[config.mk]
export PLATFORM = sky130hd
export DESIGN_NAME = pdm_decimator
export DESIGN_NICKNAME = d
export VERILOG_FILES = /design/src/rtl/synth_pkg.sv /design/src/rtl/pdm_decimator_comb.sv /design/src/rtl/pdm_decimator.sv
export SDC_FILE = /design/constraint.sdc
export NUM_CORES = 1
export LEC_CHECK = 0
export CAP_MARGIN = 20
export CELL_PAD_IN_SITES_DETAIL_PLACEMENT = 0
export CELL_PAD_IN_SITES_GLOBAL_PLACEMENT = 1
export CORE_UTILIZATION = 45
export CTS_BUF_LIST = sky130_fd_sc_hd__clkbuf_4 sky130_fd_sc_hd__clkbuf_8 sky130_fd_sc_hd__clkbuf_16
export CTS_CLUSTER_DIAMETER = 80
export DETAILED_ROUTE_END_ITERATION = 6
export GPL_TIMING_DRIVEN = 1
export PLACE_DENSITY_LB_ADDON = 0.1
export SETUP_SLACK_MARGIN = 0.2
export SLEW_MARGIN = 20
export SYNTH_ARGS = -nofsm -noshare
export SYNTH_HDL_FRONTEND = slang
export SYNTH_HIERARCHICAL = 1
export SYNTH_SLANG_ARGS = --single-unit
[constraint.sdc]
create_clock -name clk -period 5.75 [get_ports clk]
set_clock_uncertainty 0.2 [all_clocks]
set_input_delay 1.15 -clock clk [delete_from_list [all_inputs] [get_ports clk]]
set_output_delay 1.15 -clock clk [all_outputs]
set_load 0.02 [all_outputs]
[src/rtl/synth_pkg.sv]
// synth_pkg: rate and width constants shared by the synth audio blocks
// (clkdiv, dac, pdm_decimator), so every block derives the same sample rate.
//   CLK_HZ        system clock frequency
//   SAMPLE_R_LOG2 log2 of clock cycles per PCM sample (512 -> 40 kHz)
//   PCM_W         PCM sample width
//   dec_state_t   pdm_decimator state: WARMUP discards, RUN emits samples
package synth_pkg;

    localparam int unsigned CLK_HZ        = 20_480_000;
    localparam int unsigned SAMPLE_R_LOG2 = 9;
    localparam int unsigned PCM_W         = 16;

    typedef enum logic [0:0] {
        WARMUP = 1'b0,
        RUN    = 1'b1
    } dec_state_t;

endpackage

[src/rtl/pdm_decimator_comb.sv]
// cic_comb: one CIC differentiator stage, y = x - x_delayed (modulo 2**ACC_W).
// The delay register loads x only on capture cycles, so the stage runs at the
// decimated rate while the subtraction itself is combinational.
// Ports:
//   clk  system clock
//   rst  asynchronous active-high reset (clears the delay register)
//   en   capture enable (one cycle per decimated sample)
//   x    stage input
//   y    stage output
module cic_comb #(
    parameter int unsigned ACC_W = 28
) (
    input  logic             clk,
    input  logic             rst,
    input  logic             en,
    input  logic [ACC_W-1:0] x,
    output logic [ACC_W-1:0] y
);

    logic [ACC_W-1:0] x_dly;

    always_ff @(posedge clk or posedge rst) begin
        if (rst) begin
            x_dly <= '0;
        end else if (en) begin
            x_dly <= x;
        end
    end

    assign y = x - x_dly;

endmodule

[src/rtl/pdm_decimator.sv]
// pdm_decimator: CIC decimator turning the 1-bit PDM stream back into
// unsigned PCM. ORDER integrators at clock rate, decimation by 2**R_LOG2,
// ORDER combs, then scaling to OUT_W bits with saturation of full scale.
// The first ORDER+1 decimated results are discarded while the filter fills.
// Ports:
//   clk         system clock (same clock as the dac)
//   rst         asynchronous active-high reset
//   din         PDM bit (1 = full-scale contribution)
//   dout        decimated unsigned PCM sample, held between strobes
//   dout_valid  one-cycle strobe when dout is updated
//   settled     high from the first valid sample until reset
module pdm_decimator
    import synth_pkg::*;
#(
    parameter int unsigned ORDER  = 3,
    parameter int unsigned R_LOG2 = SAMPLE_R_LOG2,
    parameter int unsigned OUT_W  = PCM_W
) (
    input  logic             clk,
    input  logic             rst,
    input  logic             din,
    output logic [OUT_W-1:0] dout,
    output logic             dout_valid,
    output logic             settled
);

    localparam int unsigned ACC_W  = ORDER * R_LOG2 + 1;
    localparam int unsigned SHIFT  = ACC_W - 1 - OUT_W;
    localparam int unsigned DISC_W = $clog2(ORDER + 2);
    localparam logic [DISC_W-1:0] DISC_LAST = DISC_W'(ORDER + 1);

    logic [ACC_W-1:0]          integ [ORDER];
    logic [ACC_W-1:0]          din_ext;
    logic [R_LOG2-1:0]         dec_cnt;
    logic                      capture;
    logic [ORDER:0][ACC_W-1:0] comb_io;
    logic [OUT_W:0]            y_scaled;
    logic [OUT_W-1:0]          y_sat;
    dec_state_t                state;
    logic [DISC_W-1:0]         disc_cnt;

    assign din_ext = {{(ACC_W-1){1'b0}}, din};

    // Integrator chain; wrap-around is intended, the combs undo it.
    always_ff @(posedge clk or posedge rst) begin
        if (rst) begin
            for (int unsigned k = 0; k < ORDER; k++) begin
                integ[k] <= '0;
            end
        end else begin
            integ[0] <= integ[0] + din_ext;
            for (int unsigned k = 1; k < ORDER; k++) begin
                integ[k] <= integ[k] + integ[k-1];
            end
        end
    end

    always_ff @(posedge clk or posedge rst) begin
        if (rst) begin
            dec_cnt <= '0;
        end else begin
            dec_cnt <= dec_cnt + 1'b1;
        end
    end

    assign capture = (dec_cnt == '1);

    assign comb_io[0] = integ[ORDER-1];

    for (genvar g = 0; g < ORDER; g++) begin : g_comb
        cic_comb #(
            .ACC_W(ACC_W)
        ) u_comb (
            .clk (clk),
            .rst (rst),
            .en  (capture),
            .x   (comb_io[g]),
            .y   (comb_io[g+1])
        );
    end

    // DC full scale gives exactly 2**(ACC_W-1); after the shift only that
    // case sets the top bit, and it is clamped to all-ones.
    assign y_scaled = comb_io[ORDER][ACC_W-1:SHIFT];
    assign y_sat    = y_scaled[OUT_W] ? '1 : y_scaled[OUT_W-1:0];

    always_ff @(posedge clk or posedge rst) begin
        if (rst) begin
            state      <= WARMUP;
            disc_cnt   <= '0;
            dout       <= '0;
            dout_valid <= 1'b0;
            settled    <= 1'b0;
        end else begin
            dout_valid <= 1'b0;
            if (capture) begin
                case (state)
                    WARMUP: begin
                        if (disc_cnt == DISC_LAST) begin
                            state      <= RUN;
                            settled    <= 1'b1;
                            dout       <= y_sat;
                            dout_valid <= 1'b1;
                        end else begin
                            disc_cnt <= disc_cnt + 1'b1;
                        end
                    end
                    RUN: begin
                        dout       <= y_sat;
                        dout_valid <= 1'b1;
                    end
                    default: state <= WARMUP;
                endcase
            end
        end
    end

endmodule
# Yosys cells after proc, flatten, opt, wreduce, memory -nomap -nowiden
# Cells that the tools add are included.
[totals]
ff_bits = 199
input_bits = 3
out_inout_bits = 18
word_cells = 35
[classes]
add_sub_neg = 8
eq_ne = 3
n_mux = 7
bitwise_logic = 2
n_reduce_logical = 3
[ops]
columns = ["op", "n"]
rows = [
  ["$sub A28 B28 Y28", 3],
  ["$add A28 B28 Y28", 2],
  ["$mux W16", 2],
  ["$pmux W16 S2", 1],
  ["$add A28 B1 Y28", 1],
  ["$add A9 B1 Y9 const B", 1],
  ["$eq A9 B9 Y1 const B", 1],
  ["$reduce_and A3 Y1", 2],
  ["$add A3 B1 Y3 const B", 1],
  ["$eq A3 B3 Y1 const B", 1],
  ["$mux W1", 3],
  ["$ne A2 B2 Y1 const B", 1],
  ["$not A1 Y1", 2],
  ["$pmux W1 S2", 1],
  ["$reduce_and A2 Y1", 1],
]

# Logic depth before layout (Yosys ltp)
# Gate-level depths: netlist of run 1.
[logic_depth]
depth_word = 6
mapped_depth = 30
mapped_depth_nobuf = 26

# By module
# The synthesis of run 1 kept the hierarchy.
[by_module_without_submodules]
columns = ["mod", "instances", "cells_each", "area_per_inst_um2", "seq_area_each_um2"]
rows = [
  ["pdm_decimator", 1, 703, 6861.6, 2877.8],
  ["cic_comb at g_comb[1].u_comb ...", 2, 354, 2778.9, 700.7],
  ["cic_comb at g_comb[0].u_comb", 1, 311, 2489.9, 700.7],
]

# Worst setup path after synthesis of run 1
# Ideal clock, no wire load.
[synth_timing]
kind = "reg-to-reg"
from = "reg integ (netlist bit comb_io[0])"
to = "reg dout[0]"
setup_time_ns = 0.083
arrival_time_ns = 5.455
t_required_ns = 5.467
path_slack_ns = 0.013
stages_incl_launch_ff = 29
path_buffers = 4
synth_period_minus_slack_ns = 5.737
cell_sequence = "dfrtp_1 -> inv_1 -> ha_1 -> fa_1 -> nor2b_4 -> o31ai_2 -> a21oi_2 -> a41o_1 -> a221oi_4 -> o31ai_1 -> xor2_1 -> ha_1 -> buf_6 -> o21ai_0 -> o21ai_1 -> a221o_1 -> a211oi_1 -> ha_1 -> buf_2 -> nand4_1 -> o22ai_1 -> o41a_1 -> a21o_1 -> a31o_1 -> a21oi_2 -> clkbuf_1 -> clkbuf_1 -> nor2_1 -> o21ai_0"
[synth_rtl]
columns = ["item", "line", "text"]
rows = [
  ["start, declared", "pdm_decimator.sv:32", "logic [ACC_W-1:0] integ [ORDER];"],
  ["start signal, assigned by index", "pdm_decimator.sv:53", "integ[k] <= integ[k] + integ[k-1];"],
  ["end signal, assigned", "pdm_decimator.sv:102", "dout <= y_sat;"],
  ["end signal, assigned", "pdm_decimator.sv:109", "dout <= y_sat;"],
  ["end, declared", "pdm_decimator.sv:22", "output logic [OUT_W-1:0] dout,"],
]

==> results of run 1 <==
-- through the flow --
| stage | instances | setup TNS [ns] | cell area, um^2 | setup WS, ns |
|---|---|---|---|---|
| after floorplan | 1704 | 0 | 14790 | 0.2119 |
| after global placement | 2190 | -0.8549 | 15880 | -0.06355 |
| after detailed placement | 2191 | -1.078 | 15890 | -0.09677 |
| after CTS | 2248 | 0 | 16890 | 0.1220 |
| after global routing | 2264 | -2.356 | 17570 | -0.1619 |
| final | 2264 | 0 | 17570 | 0.08211 |
-- repair_timing --
action / CTS / global route
hold endpoints to repair: 0 / 0
pin swaps: 26 / 53
setup buffers: 25 / 16
hold buffers: 0 / 0
endpoints found under the setup margin: 16 / 16
resized for setup: 43 / 117
cloned: 1 / 0
-- metal layers --
metal / part of all wire / GRT usage
met1: 0.44 / 0.2571
met5: 0 / 0
met3: 0.016 / 0.02919
met2: 0.52 / 0.4017
met4: 0.023 / 0.08600
-- state kept, by name, summed over array words and instances (netlist names) --
name	cells
comb_io	28
dec_cnt	9
disc_cnt	3
dout	16
dout_valid	1
g_comb.u_comb/x_dly	84
integ	56
settled	1
state	1
-- worst paths after layout --
check / end / start / depth (start not counted)
max in group asynchronous: dout[6] / rst / 3
min in group asynchronous: g_comb[1].u_comb/x_dly[2] / rst / 2
min reg2reg: settled / settled / 1
min: settled / settled / 1
max: dout[2] / comb_io[0] / 27
max reg2reg: dout[2] / comb_io[0] / 27
-- area by class of cell --
| cell class | instances | area, um^2 | area share |
|---|---|---|---|
| clock inverter | 12 | 141.4 | 0.008046 |
| inverter | 113 | 426.7 | 0.02428 |
| timing repair buffer | 141 | 1179 | 0.06707 |
| sequential | 199 | 4980 | 0.2834 |
| clock buffer | 19 | 452.9 | 0.02578 |
| tap | 442 | 553.0 | 0.03147 |
| multi-input combinational | 1338 | 9839 | 0.5600 |
-- worst max-delay path: stages (launching register included) --
cell and delay [ns]:
dfrtp_1 0.38, inv_1 0.06, ha_2 0.20, fa_2 0.24, nor2b_4 0.05, o31ai_4 0.29, a211oi_2 0.11, buf_4 0.15
or3b_4 0.39, xor2_1 0.17, ha_1 0.34, buf_4 0.16, o21ai_0 0.15, o21bai_1 0.13, a31oi_2 0.22, o211ai_1 0.12
a31oi_2 0.24, xnor2_2 0.18, ha_4 0.27, a21o_1 0.17, o41a_1 0.39, a21o_1 0.17, a31o_1 0.21, a21oi_4 0.15
buf_6 0.12, buf_12 0.13, nor2_1 0.05, o21ai_1 0.13
-- cells in the final DEF, fill, tap and decap left out, drive strengths merged, types with 16 or more instances in the layout --
cell type,instances
a211oi,23
a21o,42
a21oi,147
a31oi,16
and3,23
buf,121
clkbuf,19
clkdlybuf4s50,20
dfrtp,199
ha,141
inv,117
nand2,221
nand2b,18
nand3,32
nand4,30
nor2,98
nor3,31
o211ai,19
o21a,19
o21ai,182
xnor2,91
xor2,47
==> results.md, run 1 <==
* Final WL at 35.23 mm
* Reg2Reg Setup Slack at 0.08 ns
* Max-slew violation count at 0
* Crit-path max FO at 8
* Clock Tree Buf Depth at 2
* RSZ-0062 raised after global routing: yes
* Post-Syn Nets at 1,853
* H-tree depth at 4
* Die area at 0.03359 mm^2
* Initial Util at 0.4556
* Routed len/inst at 15.56 um
* Synth Cell Area at 0.01479 mm^2
* Antenna diodes at 0
* Max Clk Rate at 0.1764 GHz
* Critical Path End Type: flop
* Clk_lat worst skew at 0.45 ns
* Yosys warns at 6
* Worst Path Required at 5.93 ns
* Final Hold Fails at 0
* RePlAce Congestion at 0.9055
* Status: finished, final reports clean
* Number of remaining DRC errors at 0
* Tcrit/Tclk final at 0.9857
* Row count at 66
* # IOs at 21
* Pin count of the biggest net entering global routing at 60
* Max Cap Viol at 0
* Antenna violations before repair at 0
* Share of cells above drive strength 1 at 0.1756
* Port Buffer Count at 20
* Worst Hold Class: flop to flop
* CTS root buf: clkbuf_16
* Reg clk slew, reported paths at 0.07 ns
* Initial DRC Count at 419
* Syn avg cell area at 8.678 um^2
* First-pass GRT wire length at 59.31 mm
* Clk sink count at 199
* Vias in the first global route at 12.37k
* CTS tree: yes
* Hold slack at 0.2563 ns
* Gate Count Post-Synth at 1,704
* CTS Buf Count at 17
* Drt via density at 5.455
* Minimum clock period at 5.668 ns
* Core footprint at 0.03245 mm^2
* HPWL after DPL at 27.42 mm
* # nets final at 1,959
* Post-Route Utilization at 0.5414
* GRT Util Overall at 0.2190
* Vias after detailed routing at 12.35k
* Routed Antenna Nets at 0
* Critical path class: flop to flop
* DR pass1 iterations at 5
* Die width at 183.3 um
* Worst relative slew slack at 0.4863
* Layout area overhead at 18.84%
* Fill count at 3,075
* Setup Viol. Count Final at 0
* Startpoint Class: flop
* Die Y at 183.3 um
* Total congestion overflow at 0
* Worst Tran Pin Value at 0.7676 ns
* Data arrival time of the critical path at 5.85 ns
Power of run 1 is left out: the tool's default activity adds up to more than one toggle a clock period on the data nets, which glitch-free logic cannot reach.
==> run 2: changes to the inputs <==
--- a/config.mk
+++ b/config.mk
@@ -8,11 +8,13 @@
 export CAP_MARGIN = 20
 export CELL_PAD_IN_SITES_DETAIL_PLACEMENT = 0
 export CELL_PAD_IN_SITES_GLOBAL_PLACEMENT = 1
+export CORE_ASPECT_RATIO = 0.75
 export CORE_UTILIZATION = 45
 export CTS_BUF_LIST = sky130_fd_sc_hd__clkbuf_4 sky130_fd_sc_hd__clkbuf_8 sky130_fd_sc_hd__clkbuf_16
 export CTS_CLUSTER_DIAMETER = 80
 export DETAILED_ROUTE_END_ITERATION = 6
 export GPL_TIMING_DRIVEN = 1
+export HOLD_SLACK_MARGIN = 0.12
 export PLACE_DENSITY_LB_ADDON = 0.1
 export SETUP_SLACK_MARGIN = 0.2
 export SLEW_MARGIN = 20
==> results.md, run 2 (synthesized netlist as in run 1, its figures left out) <==
* Worst Tran Pin Value at 0.7996 ns (+0.03198 ns)
* GRT Util Overall at 0.2299 (+0.01093)
* RePlAce Congestion at 0.9016 (-0.43%)
* Max Cap Viol at 0 (unchanged)
* Data arrival time of the critical path at 5.86 ns (about the same)
* Worst relative slew slack at 0.4669 (-0.01938)
* Most common cell after layout, fill and taps aside: nand2_1
* Initial Util at 0.4567 (+0.001056)
* Max-slew violation count at 0 (unchanged)
* RSZ-0062 raised after global routing: yes
* HPWL after DPL at 28.34 mm (+3.4%)
* Startpoint Class: flop
* Die width at 211.3 um (+15%)
* Tcrit/Tclk final at 0.9897 (+0.003932)
* Share of cells above drive strength 1 at 0.1473 (-0.02830)
* Vias in the first global route at 11.77k (-4.8%)
* Top Layer Used: met4
* Routed len/inst at 16.30 um (+4.8%)
* Antenna violations before repair at 0 (unchanged)
* # IOs at 21 (unchanged)
* H-tree depth at 4 (unchanged)
* Reg clk slew, reported paths at 0.07 ns (about the same)
* CTS tree: yes
* Max reg flops at 84 (unchanged)
* Clock Tree Buf Depth at 2 (unchanged)
* First-pass GRT wire length at 61.84 mm (+4.3%)
* Worst Hold Class: flop to flop
* Clk sink count at 199 (unchanged)
* CTS root buf: clkbuf_16
* Total congestion overflow at 0 (unchanged)
* Biggest register: g_comb.u_comb/x_dly
* Layout area overhead at 16.15%
* Status: finished, final reports clean
* Drt via density at 5.530 (+1.4%)
* Antenna diodes at 0 (unchanged)
* Initial DRC Count at 875 (+110%)
* Routed wl met2 at 13.77 mm (-25%)
* CP delay by family, top: compound AO/OA/AOI/OAI gates
* Slowest CP cell: dfrtp_1
* Crit-path max FO at 5 (-3)
* Met3 WL post-DR at 2.214 mm (+300%)
* CTS Buf Count at 17 (unchanged)
* Max Clk Rate at 0.1757 GHz (-0.40%)
* Critical path class: flop to flop
* Number of remaining DRC errors at 0 (unchanged)
* Setup Viol. Count Final at 0 (unchanged)
* Port Buffer Count at 20 (unchanged)
* Crit path largest cell delay at 0.43 ns (+0.04 ns)
* Most frequent cells in the layout: nand2_1 (221), dfrtp_1 (199), o21ai_0 (132)
* Vias after detailed routing at 12.50k (+1.2%)
* Worst Path Required at 5.92 ns (about the same)
* Most common cell on crit path: buf_4
* Post-Route M1 WL at 20.63 mm (+33%)
* Pin count of the biggest net entering global routing at 116 (+93%)
* Worst Path Buf+Inv at 4 (-1)
* Clk_lat worst skew at 0.46 ns (about the same)
* Final WL at 36.86 mm (+4.6%)
* Die area at 0.03360 mm^2 (about the same)
* Post-Route Utilization at 0.5304 (-0.01103)
* Critical Path End Type: flop
* Final Hold Fails at 0 (unchanged)
* Minimum clock period at 5.690 ns (+0.02261 ns)
* Core footprint at 0.03238 mm^2 (-0.23%)
* Row count at 57 (-14%)
* DR pass1 iterations at 5 (unchanged)
* Routed Antenna Nets at 0 (unchanged)
* Die Y at 159.0 um (-13%)
* # nets final at 1,955 (-0.20%)
run 2: cell type report:
| class | count | area, um^2 |
|---|---|---|
| Fill cell | 3060 | 15200 |
| Multi-Input combinational cell | 1338 | 9467 |
| Sequential cell | 199 | 4980 |
| Timing Repair Buffer | 137 | 1116 |
| Tap cell | 442 | 553.0 |
| Clock buffer | 20 | 466.7 |
| Inverter | 113 | 426.7 |
| Clock inverter | 12 | 165.2 |
run 2: layer usage:
metal  GRT usage  up-vias
met4     0.04513        0
met2      0.2934      250
li1            -     6315
met3     0.05049       15
met1      0.3822     5923
met5           0        -
run 2: worst paths after layout:
check	from	to	slack, ns	depth (start not counted)
hold reg to reg	settled	settled	0.26	1
max in group asynchronous	rst	dout[3]	3.68	3
min in group asynchronous	rst	g_comb[0].u_comb/x_dly[0]	0.84	2
setup / recovery	comb_io[5]	dout[6]	0.06	27
hold / removal	settled	settled	0.26	1
setup reg to reg	comb_io[5]	dout[6]	0.06	27
run 2: repair_timing:
| action | in CTS | in global routing |
|---|---|---|
| gates cloned | 0 | 1 |
| gates resized for setup | 36 | 43 |
| buffers inserted | 8 | 12 |
| endpoints found under the setup margin | 16 | 16 |
| hold buffers | 0 | 0 |
| pin swaps | 9 | 17 |
run 2: worst register-to-register path: stages (launching register included):
cell and delay [ns]:
dfrtp_1 0.43, ha_4 0.29, buf_4 0.11, nand2_1 0.09, a21oi_2 0.19, o21ai_4 0.10, a2111oi_4 0.41, buf_4 0.18
nor2_1 0.06, o21ai_1 0.19, xor2_1 0.26, ha_2 0.37, a21oi_1 0.17, buf_4 0.15, o21ai_2 0.07, a21o_1 0.19
a311o_1 0.33, a311oi_2 0.25, ha_1 0.31, nand2_1 0.10, nor3_2 0.05, and3_1 0.18, a21o_1 0.15, a31o_1 0.20
a21oi_4 0.18, buf_2 0.20, nor2_1 0.06, o21ai_0 0.15
run 2: per-stage QoR:
stage | hold WS (ns) | setup WS, ns | std cells | area [um^2] | setup TNS, ns
3_5_place_dp | 0.2484 | -0.09892 | 2208 | 16030 | -0.8382
5_1_grt | 0.2859 | -0.2798 | 2261 | 17170 | -3.998
2_1_floorplan | 0.2351 | 0.2119 | 1704 | 14790 | 0
3_3_place_gp | 0.2459 | -0.02040 | 2208 | 16030 | -0.08676
4_1_cts | 0.2656 | 0.1528 | 2248 | 16850 | 0
6_report | 0.2603 | 0.05950 | 2261 | 17170 | 0
Power of run 2 is left out for the same reason.
